### src/rtl/riscv_r_pkg.sv
// Shared encodings for the RV32 R-type sequencer and its decoder.
package riscv_r_pkg;

    localparam logic [6:0] OPC_RTYPE = 7'b0110011;
    localparam logic [6:0] F7_ADD    = 7'b0000000;
    localparam logic [6:0] F7_SUB    = 7'b0100000;
    localparam logic [2:0] F3_ADDSUB = 3'b000;
    localparam logic [3:0] ALU_ADD   = 4'b0010;
    localparam logic [3:0] ALU_SUB   = 4'b0110;
    localparam logic [3:0] ALU_NOP   = 4'b0000;

    typedef enum logic [2:0] {
        S_IDLE,
        S_FETCH,
        S_DECODE,
        S_EXEC,
        S_WB,
        S_HALT
    } seq_state_t;

endpackage

### src/rtl/riscv_r_decode.sv
// Combinational R-type decoder: splits an instruction word into register
// indices and an ALU operation, and classifies it as legal add/sub or zero.
module riscv_r_decode
    import riscv_r_pkg::*;
(
    input  logic [31:0] i_ir,
    output logic [4:0]  o_rs1_c,
    output logic [4:0]  o_rs2_c,
    output logic [4:0]  o_rd_c,
    output logic [3:0]  o_alu_op_c,
    output logic        o_legal_c,
    output logic        o_is_zero_c
);

    logic [6:0] w_opcode;
    logic [2:0] w_funct3;
    logic [6:0] w_funct7;

    assign w_opcode    = i_ir[6:0];
    assign w_funct3    = i_ir[14:12];
    assign w_funct7    = i_ir[31:25];
    assign o_rd_c      = i_ir[11:7];
    assign o_rs1_c     = i_ir[19:15];
    assign o_rs2_c     = i_ir[24:20];
    assign o_is_zero_c = (i_ir == 32'h0);

    // Only the add/sub pair of the OP major opcode is supported.
    always_comb begin
        o_alu_op_c = ALU_NOP;
        o_legal_c  = 1'b0;
        if (w_opcode == OPC_RTYPE && w_funct3 == F3_ADDSUB) begin
            if (w_funct7 == F7_ADD) begin
                o_alu_op_c = ALU_ADD;
                o_legal_c  = 1'b1;
            end else if (w_funct7 == F7_SUB) begin
                o_alu_op_c = ALU_SUB;
                o_legal_c  = 1'b1;
            end
        end
    end

endmodule

### src/rtl/riscv_r_seq.sv
// Multi-cycle fetch/decode/execute/writeback sequencer for the R-type datapath.
// Instructions arrive one byte per handshake from a byte-wide instruction memory.
module riscv_r_seq
    import riscv_r_pkg::*;
#(
    parameter int unsigned IMEM_AW = 8,
    parameter int unsigned CNT_W   = 16
) (
    input  logic               clk,
    input  logic               reset,
    input  logic               start,
    input  logic               stop_req,
    output logic               imem_req,
    output logic [IMEM_AW-1:0] imem_addr,
    input  logic               imem_valid,
    input  logic [7:0]         imem_rdata,
    output logic [4:0]         rs1,
    output logic [4:0]         rs2,
    output logic [4:0]         rd,
    output logic [3:0]         alu_op,
    output logic               rf_we,
    output logic [IMEM_AW-1:0] pc,
    output logic               busy,
    output logic               illegal,
    output logic [CNT_W-1:0]   retired
);

    seq_state_t         r_state;
    logic [31:0]        r_ir;
    logic [1:0]         r_byte_cnt;
    logic [IMEM_AW-1:0] r_pc;
    logic [IMEM_AW-1:0] r_imem_addr;
    logic               r_imem_req;
    logic [4:0]         r_rs1;
    logic [4:0]         r_rs2;
    logic [4:0]         r_rd;
    logic [3:0]         r_alu_op;
    logic               r_rf_we;
    logic               r_busy;
    logic               r_illegal;
    logic [CNT_W-1:0]   r_retired;

    logic [4:0]         w_rs1;
    logic [4:0]         w_rs2;
    logic [4:0]         w_rd;
    logic [3:0]         w_alu_op;
    logic               w_legal;
    logic               w_is_zero;

    riscv_r_decode u_decode (
        .i_ir        (r_ir),
        .o_rs1_c     (w_rs1),
        .o_rs2_c     (w_rs2),
        .o_rd_c      (w_rd),
        .o_alu_op_c  (w_alu_op),
        .o_legal_c   (w_legal),
        .o_is_zero_c (w_is_zero)
    );

    always_ff @(posedge clk) begin
        if (reset) begin
            r_state     <= S_IDLE;
            r_ir        <= 32'h0;
            r_byte_cnt  <= 2'd0;
            r_pc        <= '0;
            r_imem_addr <= '0;
            r_imem_req  <= 1'b0;
            r_rs1       <= 5'd0;
            r_rs2       <= 5'd0;
            r_rd        <= 5'd0;
            r_alu_op    <= ALU_NOP;
            r_rf_we     <= 1'b0;
            r_busy      <= 1'b0;
            r_illegal   <= 1'b0;
            r_retired   <= '0;
        end else begin
            case (r_state)
                S_IDLE, S_HALT: begin
                    if (start) begin
                        r_state     <= S_FETCH;
                        r_pc        <= '0;
                        r_imem_addr <= '0;
                        r_byte_cnt  <= 2'd0;
                        r_retired   <= '0;
                        r_illegal   <= 1'b0;
                        r_imem_req  <= 1'b1;
                        r_busy      <= 1'b1;
                    end
                end
                // Little-endian byte assembly; the request stays up across wait cycles.
                S_FETCH: begin
                    if (imem_valid) begin
                        r_ir[{r_byte_cnt, 3'b000} +: 8] <= imem_rdata;
                        r_byte_cnt  <= r_byte_cnt + 2'd1;
                        r_imem_addr <= r_imem_addr + IMEM_AW'(1);
                        if (r_byte_cnt == 2'd3) begin
                            r_state    <= S_DECODE;
                            r_imem_req <= 1'b0;
                        end
                    end
                end
                S_DECODE: begin
                    r_rs1 <= w_rs1;
                    r_rs2 <= w_rs2;
                    r_rd  <= w_rd;
                    if (w_is_zero) begin
                        r_state <= S_HALT;
                        r_busy  <= 1'b0;
                    end else if (w_legal) begin
                        r_state  <= S_EXEC;
                        r_alu_op <= w_alu_op;
                    end else begin
                        r_state   <= S_HALT;
                        r_busy    <= 1'b0;
                        r_illegal <= 1'b1;
                    end
                end
                S_EXEC: begin
                    r_state <= S_WB;
                    r_rf_we <= (r_rd != 5'd0);
                end
                // Retire; x0 is never written but still counts as retired.
                S_WB: begin
                    r_rf_we   <= 1'b0;
                    r_alu_op  <= ALU_NOP;
                    r_pc      <= r_pc + IMEM_AW'(4);
                    r_retired <= r_retired + CNT_W'(1);
                    if (stop_req) begin
                        r_state <= S_IDLE;
                        r_busy  <= 1'b0;
                    end else begin
                        r_state     <= S_FETCH;
                        r_imem_req  <= 1'b1;
                        r_imem_addr <= r_pc + IMEM_AW'(4);
                        r_byte_cnt  <= 2'd0;
                    end
                end
                default: begin
                    r_state <= S_IDLE;
                end
            endcase
        end
    end

    assign imem_req  = r_imem_req;
    assign imem_addr = r_imem_addr;
    assign rs1       = r_rs1;
    assign rs2       = r_rs2;
    assign rd        = r_rd;
    assign alu_op    = r_alu_op;
    assign rf_we     = r_rf_we;
    assign pc        = r_pc;
    assign busy      = r_busy;
    assign illegal   = r_illegal;
    assign retired   = r_retired;

endmodule
### config.mk
export PLATFORM = sky130hd
export DESIGN_NAME = riscv_r_seq
export DESIGN_NICKNAME = d
export VERILOG_FILES = /design/src/rtl/riscv_r_pkg.sv /design/src/rtl/riscv_r_decode.sv /design/src/rtl/riscv_r_seq.sv
export SDC_FILE = /design/constraint.sdc
export NUM_CORES = 1
export LEC_CHECK = 0
export CAP_MARGIN = 10
export CORE_ASPECT_RATIO = 1.5
export CORE_MARGIN = 3
export CORE_UTILIZATION = 35
export DETAILED_ROUTE_END_ITERATION = 10
export GPL_ROUTABILITY_DRIVEN = 0
export HOLD_SLACK_MARGIN = 0.03
export PLACE_DENSITY = 0.53
export RECOVER_POWER = 100
export SLEW_MARGIN = 5
export SYNTH_ARGS = -nofsm -noshare
export SYNTH_HDL_FRONTEND = slang
export SYNTH_SLANG_ARGS = --single-unit
### constraint.sdc
create_clock -name clk -period 2.7 [get_ports clk]
set_input_delay 0.54 -clock clk [delete_from_list [all_inputs] [get_ports clk]]
set_output_delay 0.54 -clock clk [all_outputs]
set_load 0.02 [all_outputs]
### After elaboration in Yosys (flattened, before gate mapping)

Index checks and enable logic that the tools add are counted.

| word-level totals | value |
|---|---|
| register bits after elaboration | 92 |
| input bits | 13 |
| word-level logic and storage cells | 101 |
| output and inout bits | 55 |

| cells by class | value |
|---|---|
| reduce and logical (&&, ||, !) cells | 21 |
| shift-type cells | 2 |
| $add $sub $neg | 5 |
| muxes and demuxes | 42 |
| equal/unequal tests | 17 |

Operators with widths:

| cell | count |
|---|---|
| bitwise mux 32 bit | 1 |
| zero test 32 bit | 1 |
| case mux 16 bit (2 select lines) | 1 |
| variable shift 8 x 7 -> 32 bit (first input constant) | 1 |
| indexed part select 8 x 7 -> 32 bit | 1 |
| 2-to-1 mux 8 bit | 3 |
| case mux 8 bit (3 select lines) | 1 |
| 2-to-1 mux 3 bit | 6 |
| adder 16 x 1 -> 16 bit (second input constant) | 1 |
| 2-to-1 mux 16 bit | 1 |
| 2-to-1 mux 4 bit | 4 |
| case mux 8 bit (2 select lines) | 1 |
| case mux 3 bit (5 select lines) | 1 |
| equality test 7 x 6 -> 1 bit (second input constant) | 2 |
| 2-to-1 mux 1 bit | 14 |
| inequality test 2 bit (second input constant) | 7 |
| AND reduction 4 bit | 3 |
| adder 8 x 1 -> 8 bit (second input constant) | 1 |
| adder 8 x 3 -> 8 bit (second input constant) | 1 |
| case mux 4 bit (2 select lines) | 1 |
| nonzero test 2 bit | 4 |
| zero test 7 bit | 1 |
| negation 5 -> 7 bit | 1 |
| equality test 3 x 2 -> 1 bit (second input constant) | 2 |
| 18 further kinds | 27 |

### Longest topological paths before layout

Gate-level depths: netlist of the first run.

| logic depth | value |
|---|---|
| depth in word-level cells | 7 |
| gate-level depth with buffers | 7 |
| mapped depth without buffers | 5 |

### Cells and area by module

A second synthesis of the first run with hierarchy kept.

| second synthesis, totals | value |
|---|---|
| cell total of the unflattened synthesis | 536 |
| area, all modules | 4,384.2 um^2 |

Modules (own cells, without submodules):

| module | cells each | area an instance (um^2) | times used |
|---|---|---|---|
| riscv_r_seq | 503 | 4,136.5 | 1 |
| riscv_r_decode | 33 | 247.7 | 1 |

### Worst setup path before layout of the first run

OpenSTA, ideal clock, no wires.

| path | value |
|---|---|
| path kind | flip-flop to flip-flop |
| from | register r_state[0] |
| to | register r_retired[15] (netlist: retired[15]) |
| required time | 2,630 ps |
| setup slack | 754 ps |
| cell stages (with the launch flop) | 7 |
| arrival time | 1,875 ps |
| path buffers | 2 |
| setup time | 70 ps |
| path through | dfxtp_1 -> buf_6 -> or3b_4 -> or3_1 -> buf_2 -> or4_1 -> a21oi_1 |

| on the way | value |
|---|---|
| cells in the longest elaborated chain, start to end | 4 |

RTL lines:

| what | RTL line | text |
|---|---|---|
| from (decl) | riscv_r_seq.sv:28 | `seq_state_t r_state;` |
| from (signal assigned) | riscv_r_seq.sv:62 | `r_state <= S_IDLE;` |
| from (signal assigned) | riscv_r_seq.sv:80 | `r_state <= S_FETCH;` |
| from (signal assigned) | riscv_r_seq.sv:97 | `r_state <= S_DECODE;` |
| equality test 3 bit or zero test 3 bit (tied branches) | riscv_r_seq.sv:77 | `case (r_state)` |
| OR reduction 2 bit | riscv_r_seq.sv:77 |  |
| inequality test 2 bit (no source line) or nonzero test 2 bit (tied branches) | -- |  |
| AND reduction 2 bit (no source line) | -- |  |
| to (signal assigned) | riscv_r_seq.sv:127 | `r_retired <= r_retired + CNT_W'(1);` |
| to (decl) | riscv_r_seq.sv:41 | `logic [CNT_W-1:0] r_retired;` |

Parallel ways exist; a longest one is shown, timed or not.
A chain may end at the register's enable or synchronous reset.

### Worst setup path after layout of the first run

| path | value |
|---|---|
| from | register r_state[0] |
| to | register r_ir[25] |

| on the way | value |
|---|---|
| cells in the longest elaborated chain, start to end | 2 |

RTL lines:

| what | RTL line | text |
|---|---|---|
| equality test 3 x 1 -> 1 bit | riscv_r_seq.sv:77 |  |
| AND reduction 2 bit (no source line) | -- |  |
| to (signal, indexed assignment) | riscv_r_seq.sv:93 | `r_ir[{r_byte_cnt, 3'b000} +: 8] <= imem_rdata;` |
| to (decl) | riscv_r_seq.sv:29 | `logic [31:0] r_ir;` |

Every way passes these cells.

==> impl_results.md, run 1 <==
- Hold crit path type: reg2reg
- Flop-to-flop setup slack: roughly 0.46 ns
- Critical Path End: r_ir[25]$_SDFFE_PP0P_
- Postcts setup bufs: 0
- Startpoint types: flop
- Max-cap viol count: 0
- H-tree depth: 3
- Reg2reg start: r_state[0]$_SDFFE_PP0P_
- Die height: 139 um
- Initial antenna violation count: 0
- CTS sink count: 88
- Commonest non-fill, non-tap cells in the layout: dfxtp_1 (88), nand2_1 (78), a21oi_1 (71)
- Crit path kind: reg2reg
- Core Area: roughly 12000 sq um
- Routed WL: 11900 um
- YS warnings: 0
- Status: complete, no violations
- Post-Syn Area: 4140 sq um
- Dpl hpwl: 8590 um
- Critical path origin: r_state[0]$_SDFFE_PP0P_
- Syn Area/Cell: around 8.0 sq um
- Top_reg_cell synth: dfxtp_1
- DR vias: 3974
- Worst Setup Slack, final: 0.464 ns
- WP data required: between 2 and 3 ns
- DR WL/cell: roughly 16 um
- Unrepaired setup endpoints after global routing: false
- Total CTS buffers: 9
- I/O pin total: roughly 70
- Sequential area share after synthesis: 42.6%
- Top cell type's share of synthesized area: 42.6%
- CP Max Fanout: 19
- Post-CTS sizing: 0
- FMAX: 0.447 GHz
- Crit-path max cell delay: 0.72 ns
- Commonest non-fill, non-tap cell in the layout: dfxtp_1
- Cell variety after synth: 58
- Final Total Pwr: about 2.8 mW
- Cell row count: 48
- Sum Neg Setup Slack: 0 ns
- CTS tree: built
- #FFs+latches synth: 88
- Largest net degree at the start of global routing: 61
- Gate count of the mapped netlist: between 500 and 600
- Crit path DAT: 2.51 ns
- Leak pwr: between 1.5 and 2 nW
- Number of vias per cell: roughly 5.5
- Post-synth ARST share: 0%
- Final critical-path required period: approximately 2.2 ns
- Clk pin slew, worst setup/hold paths: ~0.060 ns
- Worst Setup End Kind: flop
- DIE AREA: ~13000 sq um
- Reg2Reg Depth: 5
- Global-route wire length before repair: 19500 um
- Post-Place Cell Area: 4930 sq um
- Vias in the first global route: 3876
- Final Hold Viols: 0
- Share of layout cells above drive strength 1: between 6 and 7%
- Crit path cell chain: nor4bb_1 > clkbuf_1 > and2_0 > nand3_1 > a21oi_1
- Post-place setup slack: 0.371 ns
- Total GRT Usage: 18.7%
- Hold Buf Count CTS: 0
- EDFF count, synth: 0
- Max clock buf depth: 2
- Die W: roughly 95 um
- Final ANT Viol Nets: 0
- Buffers on Ports: 63
- Crit share post-route: 82.8%
- VDD IR max: 350 uV
- Dominant cells by area after synthesis: dfxtp_1 (43%), a21oi_1 (8.6%), nand2_1 (7.1%)
- Yosys top cell by area: dfxtp_1
- Relative slew slack: between 50% and 60%
- Crit-path slowest cell: dfxtp_1
- Final slew viol count: 0
- Diode count: 0
- Clock latency on the worst-skew pair: 0.34 ns
- Root Buffer: clkbuf_16
- Post-route cell area: around 5200 sq um
- Synth-to-Final Area Change: 25.9%
- 1st-iter DRT viols: 170
- Reg-to-reg endpoint: r_ir[25]$_SDFFE_PP0P_
- Nets: 594
- TritonRoute pass-1 iters: 4
- Setup-failing EPs final: 0
- Power per cell area: 546 nW/um^2
- Initial Util: 35.9%
- DRC: 0
- Max Clock Skew: 0.00633 ns
- Worst-margin pin slew: 0.721 ns
- Global route overflow: 0
[synth_stat cells (2+ instances only)]
| cell type | n |
|---|---|
| o311ai_0 | 2 |
| xor2_1 | 2 |
| a221oi_1 | 2 |
| xnor2_1 | 3 |
| nor4_1 | 11 |
| mux2i_1 | 2 |
| nor3b_1 | 6 |
| inv_1 | 6 |
| ha_1 | 9 |
| o211a_1 | 2 |
| nor2_1 | 23 |
| and2_1 | 9 |
| o31ai_1 | 3 |
| or4_1 | 5 |
| nand3b_1 | 2 |
| and3_1 | 6 |
| a31oi_1 | 5 |
| a21oi_1 | 71 |
| clkbuf_1 | 28 |
| nand4b_1 | 2 |
| buf_4 | 4 |
| and4_1 | 3 |
| nand4_1 | 4 |
| nand2b_1 | 5 |
| nor3_1 | 9 |
| o21ai_0 | 19 |
| nor2b_1 | 9 |
| or3_1 | 5 |
| nand3_1 | 46 |
| o2111ai_1 | 3 |
| a211oi_1 | 4 |
| dfxtp_1 | 88 |
| o211ai_1 | 6 |
| or3b_2 | 2 |
| nand2_1 | 78 |
| o41ai_1 | 8 |
[critical path: cells and delay by family (launching register included)]
family                 cells  cell delay, ns
buffers and inverters      1            0.36
DFF                        1            0.72
and+or+nand+nor            3            0.92
AOI/OAI and AO/OA          1            0.17
[worst min-delay path by stage]
stage / to / slack (ns) / start / depth (start not counted)
floorplan: r_ir[13]$_SDFFE_PP0P_ / 0.43 / r_ir[13]$_SDFFE_PP0P_ / 2
global placement: r_ir[3]$_SDFFE_PP0P_ / 0.44 / r_ir[3]$_SDFFE_PP0P_ / 2
detailed placement: r_ir[2]$_SDFFE_PP0P_ / 0.45 / r_ir[2]$_SDFFE_PP0P_ / 2
CTS: r_ir[2]$_SDFFE_PP0P_ / 0.46 / r_ir[2]$_SDFFE_PP0P_ / 2
global route: r_ir[6]$_SDFFE_PP0P_ / 0.47 / r_ir[6]$_SDFFE_PP0P_ / 2
finish: rs1[0]$_SDFFE_PP0P_ / 0.45 / rs1[0]$_SDFFE_PP0P_ / 2
[report_power, final]
group / internal (mW) / total [mW] / switching (mW)
Combinational: 0.0859 / 0.251 / 0.165
Sequential: 1.32 / 1.34 / 0.0251
Clock: 0.737 / 1.25 / 0.512
[area by class of cell]
cell class	instances	area, sq um
sequential	88	1760
inverter	7	26.3
clock buffer	10	239
clock inverter	6	58.8
tap	150	188
fill	1197	6320
multi-input combinational	388	2210
timing repair buffer	78	727
[kinds of logic after synthesis]
group           synth area share, %
fa+ha+maj                      2.72
flops                          42.6
xor+xnor                       1.06
compound gates                 20.0
buf+inv                        4.29
mux                           0.484
simple gates                   28.7
other cells                  0.0907
[state kept, by name (all words and copies together), names as in the netlist]
register and cells:
illegal 1, r_ir 32, rs1 5, pc 6, r_byte_cnt 2, rd 5, r_state 3, busy 1
imem_addr 8, imem_req 1, retired 16, rs2 5, alu_op 2, rf_we 1
[layer usage]
metal / vias up / share of wire, % / track usage (%)
met5: - / 0 / 0
met4: 0 / 2.5 / 7.76
met3: 25 / 4.2 / 3.20
met2: 108 / 51 / 32.5
met1: 1861 / 42 / 22.2
li1: 1980 / - / -
[metrics by stage]
stage	hold WS [ns]	util (%)	instances
floorplan	0.432	-	517
global placement	0.440	42.7	711
detailed placement	0.448	42.7	711
CTS	0.456	45.3	727
global route	0.470	45.1	727
finish	0.450	45.1	727
Note: power is estimated with default switching activity, not from simulation.
==> inputs of run 2 (changes only) <==
--- a/config.mk
+++ b/config.mk
@@ -12,7 +12,7 @@
 export DETAILED_ROUTE_END_ITERATION = 10
 export GPL_ROUTABILITY_DRIVEN = 0
 export HOLD_SLACK_MARGIN = 0.03
-export PLACE_DENSITY = 0.53
+export PLACE_DENSITY = 0.55
 export RECOVER_POWER = 100
 export SLEW_MARGIN = 5
 export SYNTH_ARGS = -nofsm -noshare
==> constraint.sdc (replaced) <==
create_clock -name clk -period 1.94 [get_ports clk]
set_input_delay 0.388 -clock clk [delete_from_list [all_inputs] [get_ports clk]]
set_output_delay 0.388 -clock clk [all_outputs]
set_load 0.02 [all_outputs]
==> run 2 against run 1 <==
Non-clock buffer count increased by 20. Clock-buffer cell count did not move. Worst hold slack about the same. Global-route usage decreased by 0.15 points. Clock skew up 0.0021 ns. Setup slack lost 0.44 ns. Clock power increased by 47%. Total power grew 44%. Routed wire length up 0.22%. Critical path depth decreased by 4.
==> impl_results.md, run 2 (synthesized netlist as in run 1, its figures left out) <==
- Status: complete, no violations (unchanged)
- Diode count: 0 (unchanged)
- Critical path origin: imem_addr[0]$_SDFFE_PP0P_ (was r_state[0]$_SDFFE_PP0P_)
- Worst Setup Slack, final: 0.0271 ns (was 0.464 ns)
- Final slew viol count: 0 (unchanged)
- Total GRT Usage: 18.5% (was 18.7%)
- Hold crit path type: reg2reg (unchanged)
- Max reg flops: 32 (unchanged)
- Crit path DAT: 1.52 ns (was 2.51 ns)
- Leak pwr: 2.01 nW (was 1.92 nW)
- Global-route wire length before repair: 19600 um (was 19500 um)
- Hold Buf Count CTS: 0 (unchanged)
- Min-Delay Path Depth: 2 (unchanged)
- Power per cell area: 758 nW/um^2 (was 546 nW/um^2)
- DIE AREA: 13200 sq um (unchanged)
- CP Max Fanout: 7 (was 19)
- 1st-iter DRT viols: 146 (was 170)
- Post-route cell area: 5390 sq um (was 5210 sq um)
- Setup-failing EPs final: 0 (unchanged)
- Clk pin slew, worst setup/hold paths: 0.06 ns (about the same)
- Buffers on Ports: 63 (unchanged)
- Worst-margin pin slew: 0.551 ns (was 0.721 ns)
- Post-Place Cells: 731 (was 711)
- Crit path kind: reg2out (was reg2reg)
- DR vias: 4086 (was 3974)
- TritonRoute pass-1 iters: 4 (unchanged)
- Startpoint types: flop (unchanged)
- WP data required: 1.55 ns (was 2.97 ns)
- Commonest non-fill, non-tap cell in the layout: dfxtp_1 (unchanged)
- Clock latency on the worst-skew pair: 0.34 ns (about the same)
- Reg-to-reg endpoint: retired[15]$_SDFFE_PP0P_ (was r_ir[25]$_SDFFE_PP0P_)
- I/O pin total: 68 (unchanged)
- Dpl hpwl: 8590 um (about the same)
- Root Buffer: clkbuf_16 (unchanged)
- Nets: 614 (was 594)
- Crit path cell chain: clkdlybuf4s50_1 (was nor4bb_1 > clkbuf_1 > and2_0 > nand3_1 > a21oi_1)
- DRC: 0 (unchanged)
- Post-place setup slack: -0.0428 ns (was 0.371 ns)
- H-tree depth: 3 (unchanged)
- Vias in the first global route: 3900 (was 3876)
- Total CTS buffers: 9 (unchanged)
- Crit-path leading delay family: buffers and inverters (was simple AND/OR/NAND/NOR gates)
- Largest net degree at the start of global routing: 86 (was 61)
- Layout Utilization: 46.7% (was 45.1%)
- Crit share post-route: 98.6%
- Initial antenna violation count: 0 (unchanged)
- Flop-to-flop setup slack: 0.09 ns (was 0.46 ns)
- Die height: 139 um (unchanged)
- Crit-path slowest cell: clkdlybuf4s50_1 (was dfxtp_1)
- Cell depth of the worst setup path: 1 (was 5)
- Routed wl met2: 6170 um (was 6120 um)
- Final Hold Viols: 0 (unchanged)
- Post-Place Cell Area: 5100 sq um (was 4930 sq um)
- Share of layout cells above drive strength 1: 9.55% (was 6.07%)
- Non-Filler Instances: 747 (was 727)
- Max Clock Skew: 0.00845 ns (was 0.00633 ns)
- Max-cap viol count: 0 (unchanged)
- Postcts setup bufs: 0 (unchanged)
- FMAX: 0.523 GHz
- Max clock buf depth: 2 (unchanged)
- Unrepaired setup endpoints after global routing: false (unchanged)
- Worst Setup End Kind: primary output (was flop)
- Reg2Reg Depth: 4 (was 5)
- Wire length on met1: 5060 um (was 5010 um)
- Reg2reg start: r_state[1]$_SDFFE_PP0P_ (was r_state[0]$_SDFFE_PP0P_)
- Final ANT Viol Nets: 0 (unchanged)
- Cell row count: 48 (unchanged)
- Largest Register: r_ir (unchanged)
- Routed WL: 12000 um (was 11900 um)
- VDD IR max: 488 uV (was 350 uV)
- Relative slew slack: 62.9% (was 51.9%)
- Synth-to-Final Area Change: 30.3% (was 25.9%)
- Final Total Pwr: 4.09 mW (was 2.84 mW)
- Initial Util: 35.9% (unchanged)
- Number of vias per cell: 5.47 (about the same)
- Die W: 94.8 um (unchanged)
- Core Area: 11500 sq um (unchanged)
- Critical Path End: imem_addr[0] (was r_ir[25]$_SDFFE_PP0P_)
- Commonest non-fill, non-tap cells in the layout: dfxtp_1 (88), nand2_1 (78), a21oi_1 (71) (unchanged)
- CTS sink count: 88 (unchanged)
- DR WL/cell: 16.0 um (was 16.4 um)
- Crit-path max cell delay: 0.67 ns (was 0.72 ns)
- Global route overflow: 0 (unchanged)
- WL met3: 526 um (was 507 um)
- Top layer in use: met4 (unchanged)
- Crit path buf inv count: 1 (unchanged)
- CTS tree: built (unchanged)
- Final critical-path required period: 1.91 ns
run 2: changes by cell type in the layout (fill, tap and decap cells not counted), moves of 2 or more:
cell / before / now
buf_12: 0 / 2
buf_4: 12 / 20
clkbuf_2: 0 / 7
clkbuf_4: 0 / 4
clkdlybuf4s50_1: 10 / 16
dlygate4sd3_1: 52 / 46
run 2: repair_timing:
action	CTS	global route
setup endpoints to repair	0	6
gates resized for setup	0	2
endpoints found under the hold margin	0	0
run 2: area by class of cell:
class | instances | area, sq um
clock buffers | 10 | 229
clock inverters | 6 | 83.8
fillers | 1184 | 6140
inverters | 7 | 26.3
multi-input cells | 388 | 2210
flip-flops and latches | 88 | 1760
well taps | 150 | 188
repair buffers | 98 | 888
run 2: per-layer routing:
layer,vias to the layer above,global-route usage (%)
met2,111,32.2
li1,2027,-
met4,0,6.31
met3,15,2.82
met5,-,0
met1,1933,22.9
run 2: worst min path at each step:
stage                     startpoint               endpoint  slack (ns)
5_1_grt          rs1[2]$_SDFFE_PP0P_    rs1[2]$_SDFFE_PP0P_        0.47
4_1_cts        r_ir[13]$_SDFFE_PP0P_  r_ir[13]$_SDFFE_PP0P_        0.45
6_report       r_ir[27]$_SDFFE_PP0P_  r_ir[27]$_SDFFE_PP0P_        0.45
3_3_place_gp   r_ir[13]$_SDFFE_PP0P_  r_ir[13]$_SDFFE_PP0P_        0.44
3_5_place_dp   r_ir[13]$_SDFFE_PP0P_  r_ir[13]$_SDFFE_PP0P_        0.45
2_1_floorplan  r_ir[13]$_SDFFE_PP0P_  r_ir[13]$_SDFFE_PP0P_        0.43
run 2: power breakdown:
part / switching (mW) / internal [mW] / leakage [nW] / total [mW]
Clock: 0.715 / 1.12 / 0.156 / 1.84
Combinational: 0.252 / 0.143 / 1.15 / 0.395
Sequential: 0.0209 / 1.83 / 0.710 / 1.85
run 2: per-stage QoR:
| stage | hold WS (ns) | setup TNS (ns) |
|---|---|---|
| finish | 0.451 | 0 |
| global route | 0.473 | 0 |
| CTS | 0.454 | 0 |
| detailed placement | 0.445 | -0.168 |
| global placement | 0.441 | -0.0839 |
| floorplan | 0.432 | 0 |
==> variant, RTL diff (config.mk and constraints of run 1) <==
Register the output `pc` once more, without a reset; this adds one clock of latency there. The other outputs are not delayed to match.
--- a/src/rtl/riscv_r_seq.sv
+++ b/src/rtl/riscv_r_seq.sv
@@ -150,5 +150,7 @@
     assign alu_op    = r_alu_op;
     assign rf_we     = r_rf_we;
-    assign pc        = r_pc;
+    always_ff @(posedge clk) begin
+        pc <= r_pc;
+    end
     assign busy      = r_busy;
     assign illegal   = r_illegal;
Check against the original RTL: not equivalent (Yosys sat finds a counterexample within 10 cycles, from zero or initial values and one cycle with reset high).
==> variant against run 1 <==
Routed wire length down 4.4%; combinational power down 30%; non-clock buffer count down 4; clock skew up 0.00087 ns; setup slack worse by 0.15 ns; sequential cell count up 6; power up 1.5%; synthesized area up 1.9%; count of clock-buffer cells in the layout down 1; critical path depth unchanged; design area up 0.84%.
==> variant: results (changes against run 1) <==
Status
  – Status: finished clean

Timing
  – Transition time at the pin with the least slew margin: 0.958 ns (+0.237 ns)
  – Final Hold Slack: 0.392 ns (-0.0579 ns)
  – Final worst-path cycle share: 88.3% (+5.5 points)
  – Worst clock skew: 0.00719 ns (+0.000867 ns)

Critical path
  – Launch point of the critical path: r_state[2]$_SDFFE_PP0P_
  – Capture instance of the worst register-to-register path: retired[10]$_SDFFE_PP0P_
  – Slowest CP cell: sky130_fd_sc_hd__clkbuf_1
  – Top fanout value on the critical path: 20 (+1)
  – Arrival time worst endpoint: 2.66 ns (+0.15 ns)

Yosys
  – Most frequent cells after synthesis: 94 x sky130_fd_sc_hd__dfxtp_1, 80 x sky130_fd_sc_hd__nand2_1, 77 x sky130_fd_sc_hd__a21oi_1
  – XOR/XNOR share of the synthesized area: 0.831% (-0.23 points)
  – Mux contribution to synthesized area: 0.742% (+0.26 points)
  – Unique masters post-synth: 57 (-1.7%)
  – Average size of a mapped cell: 8.16 um2 (+1.3%)
  – Dominant cells by area after synthesis: sky130_fd_sc_hd__dfxtp_1 45%, sky130_fd_sc_hd__a21oi_1 9.1%, sky130_fd_sc_hd__nand2_1 7.1%
  – Complex-gate fraction of the synthesized area: 19.6% (-0.41 points)

Power and ir drop
  – Share of total power consumed by net switching: 24.2% (-0.55 points)
  – VDD IR max: 329 uV (-5.9%)

Finish
  – Layout fillers: 1187 (-0.84%)
  – # nets final: 587 (-1.2%)
  – Share of layout cells above drive strength 1: 5.60% (-0.46 points)

Worst hold path
  – Beginning of the worst hold path: r_pc[3]$_SDFFE_PP0P_
  – Hold Crit Depth: 0 (-2)

Global route
  – Global-route usage over all layers: 17.7% (-0.94 points)
  – Global routing usage on met3: 3.87% (+0.67 points)
  – Wire length of the first global-routing pass: 18800 um (-3.3%)
  – Met2 routing resource usage after global routing: 32.0% (-0.56 points)

Route
  – Iteration-0 DRC count of the detailed router: 242 (+42%)

Place
  – Placed wire-length estimate: 8100 um (-5.7%)
  – Cell area after placement: 4960 um2 (+0.66%)
-- variant: layout make-up --
type	instances	area (um2)	share of cell area, %
Clock buffer	9	225	4.29
Clock inverter	7	81.3	1.55
Inverter	6	22.5	0.429
Multi-Input combinational cell	381	2140	40.8
Sequential cell	94	1880	35.8
Tap cell	150	188	3.57
Timing Repair Buffer	74	709	13.5
-- variant: metal layers --
metal	part of all wire, %	wire (um)
met3	3.8	434
met1	42	4780
met2	53	6070
met4	1.1	128
met5	0	0
-- variant: worst max-delay path, delay by kind of cell, from the launching register on --
family	cells	cell delay [ns]
buffers and inverters	1	0.71
AOI/OAI and AO/OA	1	0.14
DFF	1	0.61
and+or+nand+nor	3	0.86
-- variant: power groups by stage --
stage / Clock (mW) / Combinational [mW] / Sequential, mW
after floorplan: 0 / 0.109 / 1.44
after global placement: 0 / 0.178 / 1.44
after detailed placement: 0 / 0.178 / 1.44
after CTS: 1.33 / 0.179 / 1.41
after global routing: 1.38 / 0.192 / 1.41
final: 1.30 / 0.175 / 1.41
